## src/rtl/alu_uart_arbiter.sv

```systemverilog
// alu_uart_arbiter: shares one ALU+UART core between the manual panel (id 0)
// and the CPU decode/writeback path (id 1). Each winner's operands are
// latched at the grant. The block issues exactly one alu_ena per transaction
// and follows the UART transfer through uart_busy. The result is returned,
// tagged with its owner, once the transfer is done.
// Optional build macro: ARB_ROUND_ROBIN_EN makes contested grants alternate.
// Without it, the CPU always wins a contested grant.
module alu_uart_arbiter #(
  parameter int DATA_W       = 8,
  parameter int RES_W        = 16,
  parameter int BUSY_TIMEOUT = 15
) (
  input  logic              clk,
  input  logic              rst_n,
  input  logic              ena,
  input  logic              m_req,
  input  logic [DATA_W-1:0] m_a,
  input  logic [DATA_W-1:0] m_b,
  input  logic [2:0]        m_op,
  output logic              m_ack,
  input  logic              c_req,
  input  logic [DATA_W-1:0] c_a,
  input  logic [DATA_W-1:0] c_b,
  input  logic [2:0]        c_op,
  output logic              c_ack,
  output logic [DATA_W-1:0] alu_a,
  output logic [DATA_W-1:0] alu_b,
  output logic [2:0]        alu_op,
  output logic              alu_ena,
  input  logic [RES_W-1:0]  alu_result,
  input  logic              uart_busy,
  output logic              rsp_valid,
  output logic              rsp_id,
  output logic [RES_W-1:0]  rsp_data,
  output logic              busy,
  output logic              timeout_err
);

  typedef enum logic [2:0] {
    IDLE       = 3'd0,
    ISSUE      = 3'd1,
    WAIT_START = 3'd2,
    WAIT_END   = 3'd3,
    RESP       = 3'd4
  } state_t;

  localparam logic [7:0] TIMEOUT_LIMIT = 8'(BUSY_TIMEOUT);

  state_t            state_q, state_d;
  logic [7:0]        cnt_q, cnt_d;
  logic              owner_q, owner_d;
  logic [DATA_W-1:0] alu_a_q, alu_a_d;
  logic [DATA_W-1:0] alu_b_q, alu_b_d;
  logic [2:0]        alu_op_q, alu_op_d;
  logic [RES_W-1:0]  rsp_data_q, rsp_data_d;
  logic              rsp_id_q, rsp_id_d;
  logic              timeout_err_q, timeout_err_d;
  logic              win_cpu;

`ifdef ARB_ROUND_ROBIN_EN
  logic last_grant_q, last_grant_d;
  // Contested requests go to the id that did not win last time
  assign win_cpu = (m_req && c_req) ? ~last_grant_q : c_req;
`else
  // Contested requests always go to the CPU
  assign win_cpu = c_req;
`endif

  // Next-state and datapath update; with ena low everything holds
  always_comb begin
    state_d       = state_q;
    cnt_d         = cnt_q;
    owner_d       = owner_q;
    alu_a_d       = alu_a_q;
    alu_b_d       = alu_b_q;
    alu_op_d      = alu_op_q;
    rsp_data_d    = rsp_data_q;
    rsp_id_d      = rsp_id_q;
    timeout_err_d = timeout_err_q;
`ifdef ARB_ROUND_ROBIN_EN
    last_grant_d  = last_grant_q;
`endif
    if (ena) begin
      case (state_q)
        IDLE: begin
          if (!uart_busy && (m_req || c_req)) begin
            owner_d  = win_cpu;
            alu_a_d  = win_cpu ? c_a : m_a;
            alu_b_d  = win_cpu ? c_b : m_b;
            alu_op_d = win_cpu ? c_op : m_op;
            state_d  = ISSUE;
`ifdef ARB_ROUND_ROBIN_EN
            last_grant_d = win_cpu;
`endif
          end
        end
        ISSUE: begin
          cnt_d   = '0;
          state_d = WAIT_START;
        end
        WAIT_START: begin
          if (uart_busy) begin
            state_d = WAIT_END;
          end else begin
            cnt_d = cnt_q + 8'd1;
            if (cnt_q + 8'd1 == TIMEOUT_LIMIT) begin
              // Abandon the wait. The response is captured on entry to RESP,
              // so rsp_data is valid in the same cycle as rsp_valid.
              timeout_err_d = 1'b1;
              rsp_data_d    = alu_result;
              rsp_id_d      = owner_q;
              state_d       = RESP;
            end
          end
        end
        WAIT_END: begin
          if (!uart_busy) begin
            rsp_data_d = alu_result;
            rsp_id_d   = owner_q;
            state_d    = RESP;
          end
        end
        RESP: begin
          state_d = IDLE;
        end
        default: begin
          state_d = IDLE;
        end
      endcase
    end
  end

  // State and datapath registers
  always_ff @(posedge clk or negedge rst_n) begin
    if (!rst_n) begin
      state_q       <= IDLE;
      cnt_q         <= '0;
      owner_q       <= 1'b0;
      alu_a_q       <= '0;
      alu_b_q       <= '0;
      alu_op_q      <= '0;
      rsp_data_q    <= '0;
      rsp_id_q      <= 1'b0;
      timeout_err_q <= 1'b0;
    end else begin
      state_q       <= state_d;
      cnt_q         <= cnt_d;
      owner_q       <= owner_d;
      alu_a_q       <= alu_a_d;
      alu_b_q       <= alu_b_d;
      alu_op_q      <= alu_op_d;
      rsp_data_q    <= rsp_data_d;
      rsp_id_q      <= rsp_id_d;
      timeout_err_q <= timeout_err_d;
    end
  end

`ifdef ARB_ROUND_ROBIN_EN
  // Round-robin history; starts at CPU so manual wins the first contest
  always_ff @(posedge clk or negedge rst_n) begin
    if (!rst_n) begin
      last_grant_q <= 1'b1;
    end else begin
      last_grant_q <= last_grant_d;
    end
  end
`endif

  // Pulses come straight from registered state, gated by ena. A frozen
  // pulse therefore reappears in the first cycle ena is back.
  assign alu_ena     = ena && (state_q == ISSUE);
  assign m_ack       = alu_ena && !owner_q;
  assign c_ack       = alu_ena && owner_q;
  assign rsp_valid   = ena && (state_q == RESP);
  assign busy        = (state_q != IDLE);
  assign alu_a       = alu_a_q;
  assign alu_b       = alu_b_q;
  assign alu_op      = alu_op_q;
  assign rsp_data    = rsp_data_q;
  assign rsp_id      = rsp_id_q;
  assign timeout_err = timeout_err_q;

endmodule

```

## config.mk

```make
export PLATFORM = sky130hd
export DESIGN_NAME = alu_uart_arbiter
export DESIGN_NICKNAME = d
export VERILOG_FILES = /design/src/rtl/alu_uart_arbiter.sv
export SDC_FILE = /design/constraint.sdc
export NUM_CORES = 1
export LEC_CHECK = 0
export BUFFER_PORTS_ARGS = -buffer_cell sky130_fd_sc_hd__buf_4
export CORE_UTILIZATION = 50
export DETAILED_ROUTE_END_ITERATION = 10
export PLACE_DENSITY = 0.78
export SLEW_MARGIN = 20
export SYNTH_ARGS = -nofsm -noshare
export SYNTH_HDL_FRONTEND = slang
export SYNTH_SLANG_ARGS = --single-unit
```

## constraint.sdc

```tcl
create_clock -name clk -period 2.5 [get_ports clk]
set_clock_uncertainty 0.1 [all_clocks]
set_input_delay 0.5 -clock clk [delete_from_list [all_inputs] [get_ports clk]]
set_output_delay 0.5 -clock clk [all_outputs]
set_load 0.01 [all_outputs]
```

-- Word level (Yosys, flattened, before mapping)
Index checks and enable logic that the tools add are counted.
- flip-flop bits (word level): 49
- memories kept: 0
- latch bits: 0
- memory bits (writable): 0
- ROM bits: 0
- multiplexer cells: 18
- multiply operators: 0
- order comparisons: 0
- reduce and logical (&&, ||, !) cells: 17
- div/mod/pow operators: 0
- shift-type cells: 0
- add/subtract/negate cells: 1
- bitwise logic cells: 1
- equal/unequal tests: 10
- operators with widths (cell ; count):
    $mux 16 ; 3
    $pmux 16 s2 ; 1
    $mux 8 ; 3
    $pmux 8 s2 ; 1
    $mux 3 ; 5
    $pmux 3 s4 ; 1
    $add 8x1->8 const B ; 1
    $eq 8x4->1 const B ; 1
    $ne 2x2->1 const B ; 4
    $reduce_and 4->1 ; 2
    $eq 3x2->1 const B ; 2
    $reduce_and 3->1 ; 2
    $logic_and 1x1->1 ; 5
    $reduce_and 5->1 ; 1
    $reduce_bool 2->1 ; 2
    $eq 3x1->1 const B ; 1
    $eq 3x3->1 const B ; 1
    $logic_not 3->1 ; 1
    $mux 1 ; 3
    $ne 3x3->1 const B ; 1
    $reduce_bool 3->1 ; 1
    $logic_not 1->1 ; 2
    $pmux 1 s2 ; 1
    $logic_or 1x1->1 ; 1
    $not 1->1 ; 1

-- Longest topological paths before layout
- word-level depth: 5
- mapped depth: 8

-- Worst setup path after synthesis
No wires, ideal clock.
- kind: reg2reg
- start: register cnt_q[0]
- end: register rsp_data_q[10] (netlist: rsp_data[10])
- cell stages (with the launch flop): 8
- library setup time: 101 ps
- data required time: 2299 ps
- arrival time: 1884 ps
- path slack: 416 ps
- clock period less this slack: 2084 ps
- cell sequence: dfrtp_1 -> ha_1 -> xor2_1 -> nand3b_1 -> or4_1 -> buf_6 -> buf_8 -> o311ai_2
- longest elaborated chain between the ends: 4
- ends and longest elaborated chain (element ; RTL line ; text):
    start, declared ; 50 ; logic [7:0] cnt_q, cnt_d;
    start signal, assigned ; 147 ; cnt_q <= cnt_d;
    $add 8x1->8 ; 106 ; if (cnt_q + 8'd1 == TIMEOUT_LIMIT) begin
    $eq 8x4->1 ; 106 ;
    $ne 2x2->1 (no line) ; n/a ;
    $reduce_and 5->1 (no line) ; n/a ;
    end signal, assigned ; 152 ; rsp_data_q <= rsp_data_d;
    end, declared ; 55 ; logic [RES_W-1:0] rsp_data_q, rsp_data_d;
No other way between the ends.
A chain may end at the register's enable or synchronous reset.

-- Worst setup path after layout
- start: register state_q[1]
- end: output c_ack
- longest elaborated chain between the ends: 3
- ends and longest elaborated chain (element ; RTL line ; text):
    start, declared ; 49 ; state_t state_q, state_d;
    start signal, assigned ; 146 ; state_q <= state_d;
    $eq 3x1->1 ; 171 ; assign alu_ena = ena && (state_q == ISSUE);
    $logic_and 1x1->1 ; 171 ;
    $logic_and 1x1->1 ; 173 ; assign c_ack = alu_ena && owner_q;
    end, declared ; 25 ; output logic c_ack,
No other way between the ends.

==> reports/results.env <==
CRITICAL_PATH_REQUIRED_NS=1.90
TIMING.REG2REG.WORST_PATH_DEPTH=6
FINAL_CELL_AREA_MM2=0.00375
PERIOD_MINUS_SLACK_NS=2.38
MAXSLEWHEADROOM=0.583
INSERTEDDIODECOUNT=0
MAX-CAP-VIOLATIONS=0
VIA_PER_INST=5.60
DIE-AREA_MM2=0.00601
LEAKAGEPOWER_nW=1.76
SYNTHCELLS=301
YS.WARNINGS.COUNT=0
MIN-DELAY-PATH-CLASS='input pin to async pin'
NUMBER_OF_GLOBAL_ROUTE_VIAS_BEFORE_REPAIR=2507
POST-CTS-SETUP-BUFFERS=0
CLK_PATH_BUF_DEPTH=2
RR_STARTPOINT='cnt_q[0]'
POWER_DENSITY_mW_PER_MM2=812
PLACED_CELL_AREA_MM2=0.00367
UNIQUE_CELL_TYPE_COUNT_IN_THE_YOSYS_NETLIST=39
DETAIL_ROUTE.FIRST_PASS.ITERATIONS=4
VDD.IR_DROP.WORST_mV=0.526
TIGHTEST_SLEW_NS=0.626
TIMING.FINAL.WS_SETUP_NS=0.116
ROWS=27
LARGEST_NET_DEGREE_AT_THE_START_OF_GLOBAL_ROUTING=50
WORST_SETUP_PATH_END_KIND='output port'
DRT_ITER0_MARKERS=174
DETAILEDPLACEMENTHPWL_UM=4810
CLOCK_LATENCY_NS=0.30
FINALHOLDVIOLATIONS=0
CTS_RESIZED=0
GRT_ANTENNA_BEFORE_REPAIR=0
LAYOUT.CELLS.MOST_COMMON='sky130_fd_sc_hd__buf_4'
FINALWIRELENGTH_UM=6790
WORSTSETUPPATHTYPE='flip-flop to output port'
CLOCK-ROOT-BUFFER='sky130_fd_sc_hd__clkbuf_8'
HOLDBUFCOUNTCTS=0
FINAL_NET_COUNT=456
TIMING.RR.END='rsp_data[5]'
FINAL-INSTANCE-COUNT-EXCL-FILL=467
GRT.OVERFLOW.TOTAL=0
YOSYS_REGISTER_BITS=49
CTS.CLK_SLEW.WORST_PATHS_NS=0.09
DRC_ERRORS=0
DIE_HEIGHT_UM=77.5
YS_SEQ_AREA_FRAC=0.430
FIN_SETUP_TNS_NS=0
TRACK_USAGE=0.237
GRT_PASS1_WL_UM=11400
CORE-AREA_MM2=0.00551
SETUP.WORST_PATH.START_CLASS='flip-flop'
CTSHTREEMAXLEVEL=2
LAYOUT_COMMON_CELLS='sky130_fd_sc_hd__buf_4, sky130_fd_sc_hd__dfrtp_1, sky130_fd_sc_hd__nand2_1, sky130_fd_sc_hd__nor2_1, sky130_fd_sc_hd__nor2b_1'
INITIAL_UTILIZATION=0.518
ROUTE.VIAS.TOTAL=2616
TRITONCTS='done'
RESULT_OF_THE_RUN='finished clean'
SETUP_VIOLATIONS=0
FMAX_GHz=0.419
DPL.CELL_COUNT=459
SYNTHTOLAYOUTAREAGROWTH_PCT=31.6
DIEWIDTH_UM=77.5
FINALCRITPERIODSHARE=0.954
MAPPEDNETLISTAREA_MM2=0.00285
PRE_CTS_SLACK_NS=0.196
GRT_SETUP_UNREPAIRED='false'
CTS-BUFFERS-INSERTED=5
CRITPATHMAXFANOUT=8
PIN_COUNT=102
TIMING.CRITICAL_PATH.ARRIVAL_NS=1.78
POSTSYNTHNETCOUNT=363
PLACE.GP.CONGESTION=0.832
FF2FF_SETUP_SLACK_NS=0.17
MEAN_ROUTED_WIRELENGTH_PER_CELL_UM=14.5
TRITONCTS_NUM_SINKS=49
SYNTHESIS.AREA_PER_INSTANCE_UM2=9.47
TIMING_MAX_TRANSITION_VIOLATIONS_FINAL=0
PORT_BUFFERS=101
DETAIL-ROUTE-ANTENNA-NETS=0
FINALPOWER_mW=3.05
POST_ROUTE_CELLS_DRIVE_ABOVE_1_SHARE=0.339
==> worst max-delay path: stages, from the launching register on <==
cell and delay [ns]:
sky130_fd_sc_hd__dfrtp_1 0.47, sky130_fd_sc_hd__nand2b_1 0.21, sky130_fd_sc_hd__or3_1 0.41, sky130_fd_sc_hd__inv_1 0.12, sky130_fd_sc_hd__and2_1 0.15, sky130_fd_sc_hd__buf_4 0.13
==> per-stage QoR <==
step / util / hold slack, ns
2_1_floorplan: - / 0.104
3_3_place_gp: 0.667 / 0.371
3_5_place_dp: 0.667 / 0.370
4_1_cts: 0.682 / 0.129
5_1_grt: 0.682 / 0.162
6_report: 0.682 / 0.112
==> cell usage after synthesis <==
cell,instances,area (um2)
sky130_fd_sc_hd__nor3_1,2,10.0
sky130_fd_sc_hd__o21ai_1,1,5.00
sky130_fd_sc_hd__clkbuf_1,17,63.8
sky130_fd_sc_hd__nand3b_1,1,7.51
sky130_fd_sc_hd__o311ai_2,10,163
sky130_fd_sc_hd__o21ai_0,9,45.0
sky130_fd_sc_hd__nand3_1,10,50.1
sky130_fd_sc_hd__nand2_1,36,135
sky130_fd_sc_hd__o311ai_1,4,35.0
sky130_fd_sc_hd__buf_6,3,33.8
sky130_fd_sc_hd__and3_1,18,113
sky130_fd_sc_hd__xnor2_1,1,8.76
sky130_fd_sc_hd__mux2i_1,19,190
sky130_fd_sc_hd__and4_1,1,8.76
sky130_fd_sc_hd__inv_1,6,22.5
sky130_fd_sc_hd__o31ai_1,3,22.5
sky130_fd_sc_hd__o22ai_1,1,6.26
sky130_fd_sc_hd__nor4_1,1,6.26
sky130_fd_sc_hd__a21oi_1,20,100
sky130_fd_sc_hd__or3_1,2,12.5
sky130_fd_sc_hd__or2b_1,1,7.51
sky130_fd_sc_hd__o211ai_2,1,12.5
sky130_fd_sc_hd__buf_8,1,15.0
sky130_fd_sc_hd__a221oi_1,17,149
sky130_fd_sc_hd__a31oi_1,1,6.26
sky130_fd_sc_hd__nand2b_1,3,18.8
sky130_fd_sc_hd__and2_1,2,12.5
sky130_fd_sc_hd__o311ai_0,3,26.3
sky130_fd_sc_hd__or4_1,1,7.51
sky130_fd_sc_hd__o2bb2ai_1,1,8.76
sky130_fd_sc_hd__o21bai_1,1,7.51
sky130_fd_sc_hd__nor2_1,22,82.6
sky130_fd_sc_hd__dfrtp_1,49,1230
sky130_fd_sc_hd__nor2b_1,22,138
sky130_fd_sc_hd__xor2_1,3,26.3
sky130_fd_sc_hd__ha_1,2,25.0
sky130_fd_sc_hd__buf_2,4,20.0
sky130_fd_sc_hd__mux2_2,1,11.3
sky130_fd_sc_hd__o31ai_2,1,12.5
==> state kept, by name, indices dropped and copies added, names as in the netlist <==
signal and count:
timeout_err 1, alu_a 8, state_q 3, alu_op 3
owner_q 1, rsp_data 16, cnt_q 8, rsp_id 1
alu_b 8
==> worst max path at each step <==
stage,end,cells past startpoint,from
3_5_place_dp,rsp_data[5],6,cnt_q[0]
2_1_floorplan,rsp_data[10],7,cnt_q[0]
3_3_place_gp,rsp_data[5],6,cnt_q[0]
5_1_grt,c_ack,5,state_q[1]
4_1_cts,c_ack,5,state_q[1]
6_report,c_ack,5,state_q[1]
==> cells by family after synthesis <==
family                     share of synthesized area
adders and majority gates                    0.00877
DFF                                            0.430
AOI/OAI and AO/OA                              0.210
muxes                                         0.0706
and+or+nand+nor                                0.214
buffers and inverters                         0.0544
xor gates and xnor gates                      0.0123
==> layer usage <==
metal	part of all wire	vias up	GRT usage	wire length, um
li1	-	1279	-	-
met3	0.083	6	0.0741	566
met1	0.42	1235	0.289	2860
met2	0.49	96	0.394	3300
met4	0.0099	0	0.0811	67
met5	0	-	0	0
==> layout make-up <==
type | count | area (um2)
Clock buffer | 6 | 72.6
Tap cell | 72 | 90.1
Clock inverter | 2 | 10.0
Timing Repair Buffer | 111 | 846
Inverter | 6 | 22.5
Multi-Input combinational cell | 221 | 1490
Sequential cell | 49 | 1230
Fill cell | 471 | 1750
==> where the power goes <==
part | switching (mW) | leakage (nW) | internal, mW | total [mW]
clock network | 0.261 | 0.0450 | 0.194 | 0.455
registers | 0.196 | 0.546 | 1.05 | 1.25
logic | 0.658 | 1.17 | 0.685 | 1.34
total | 1.12 | 1.76 | 1.93 | 3.05
(Power assumes the default switching activity.)
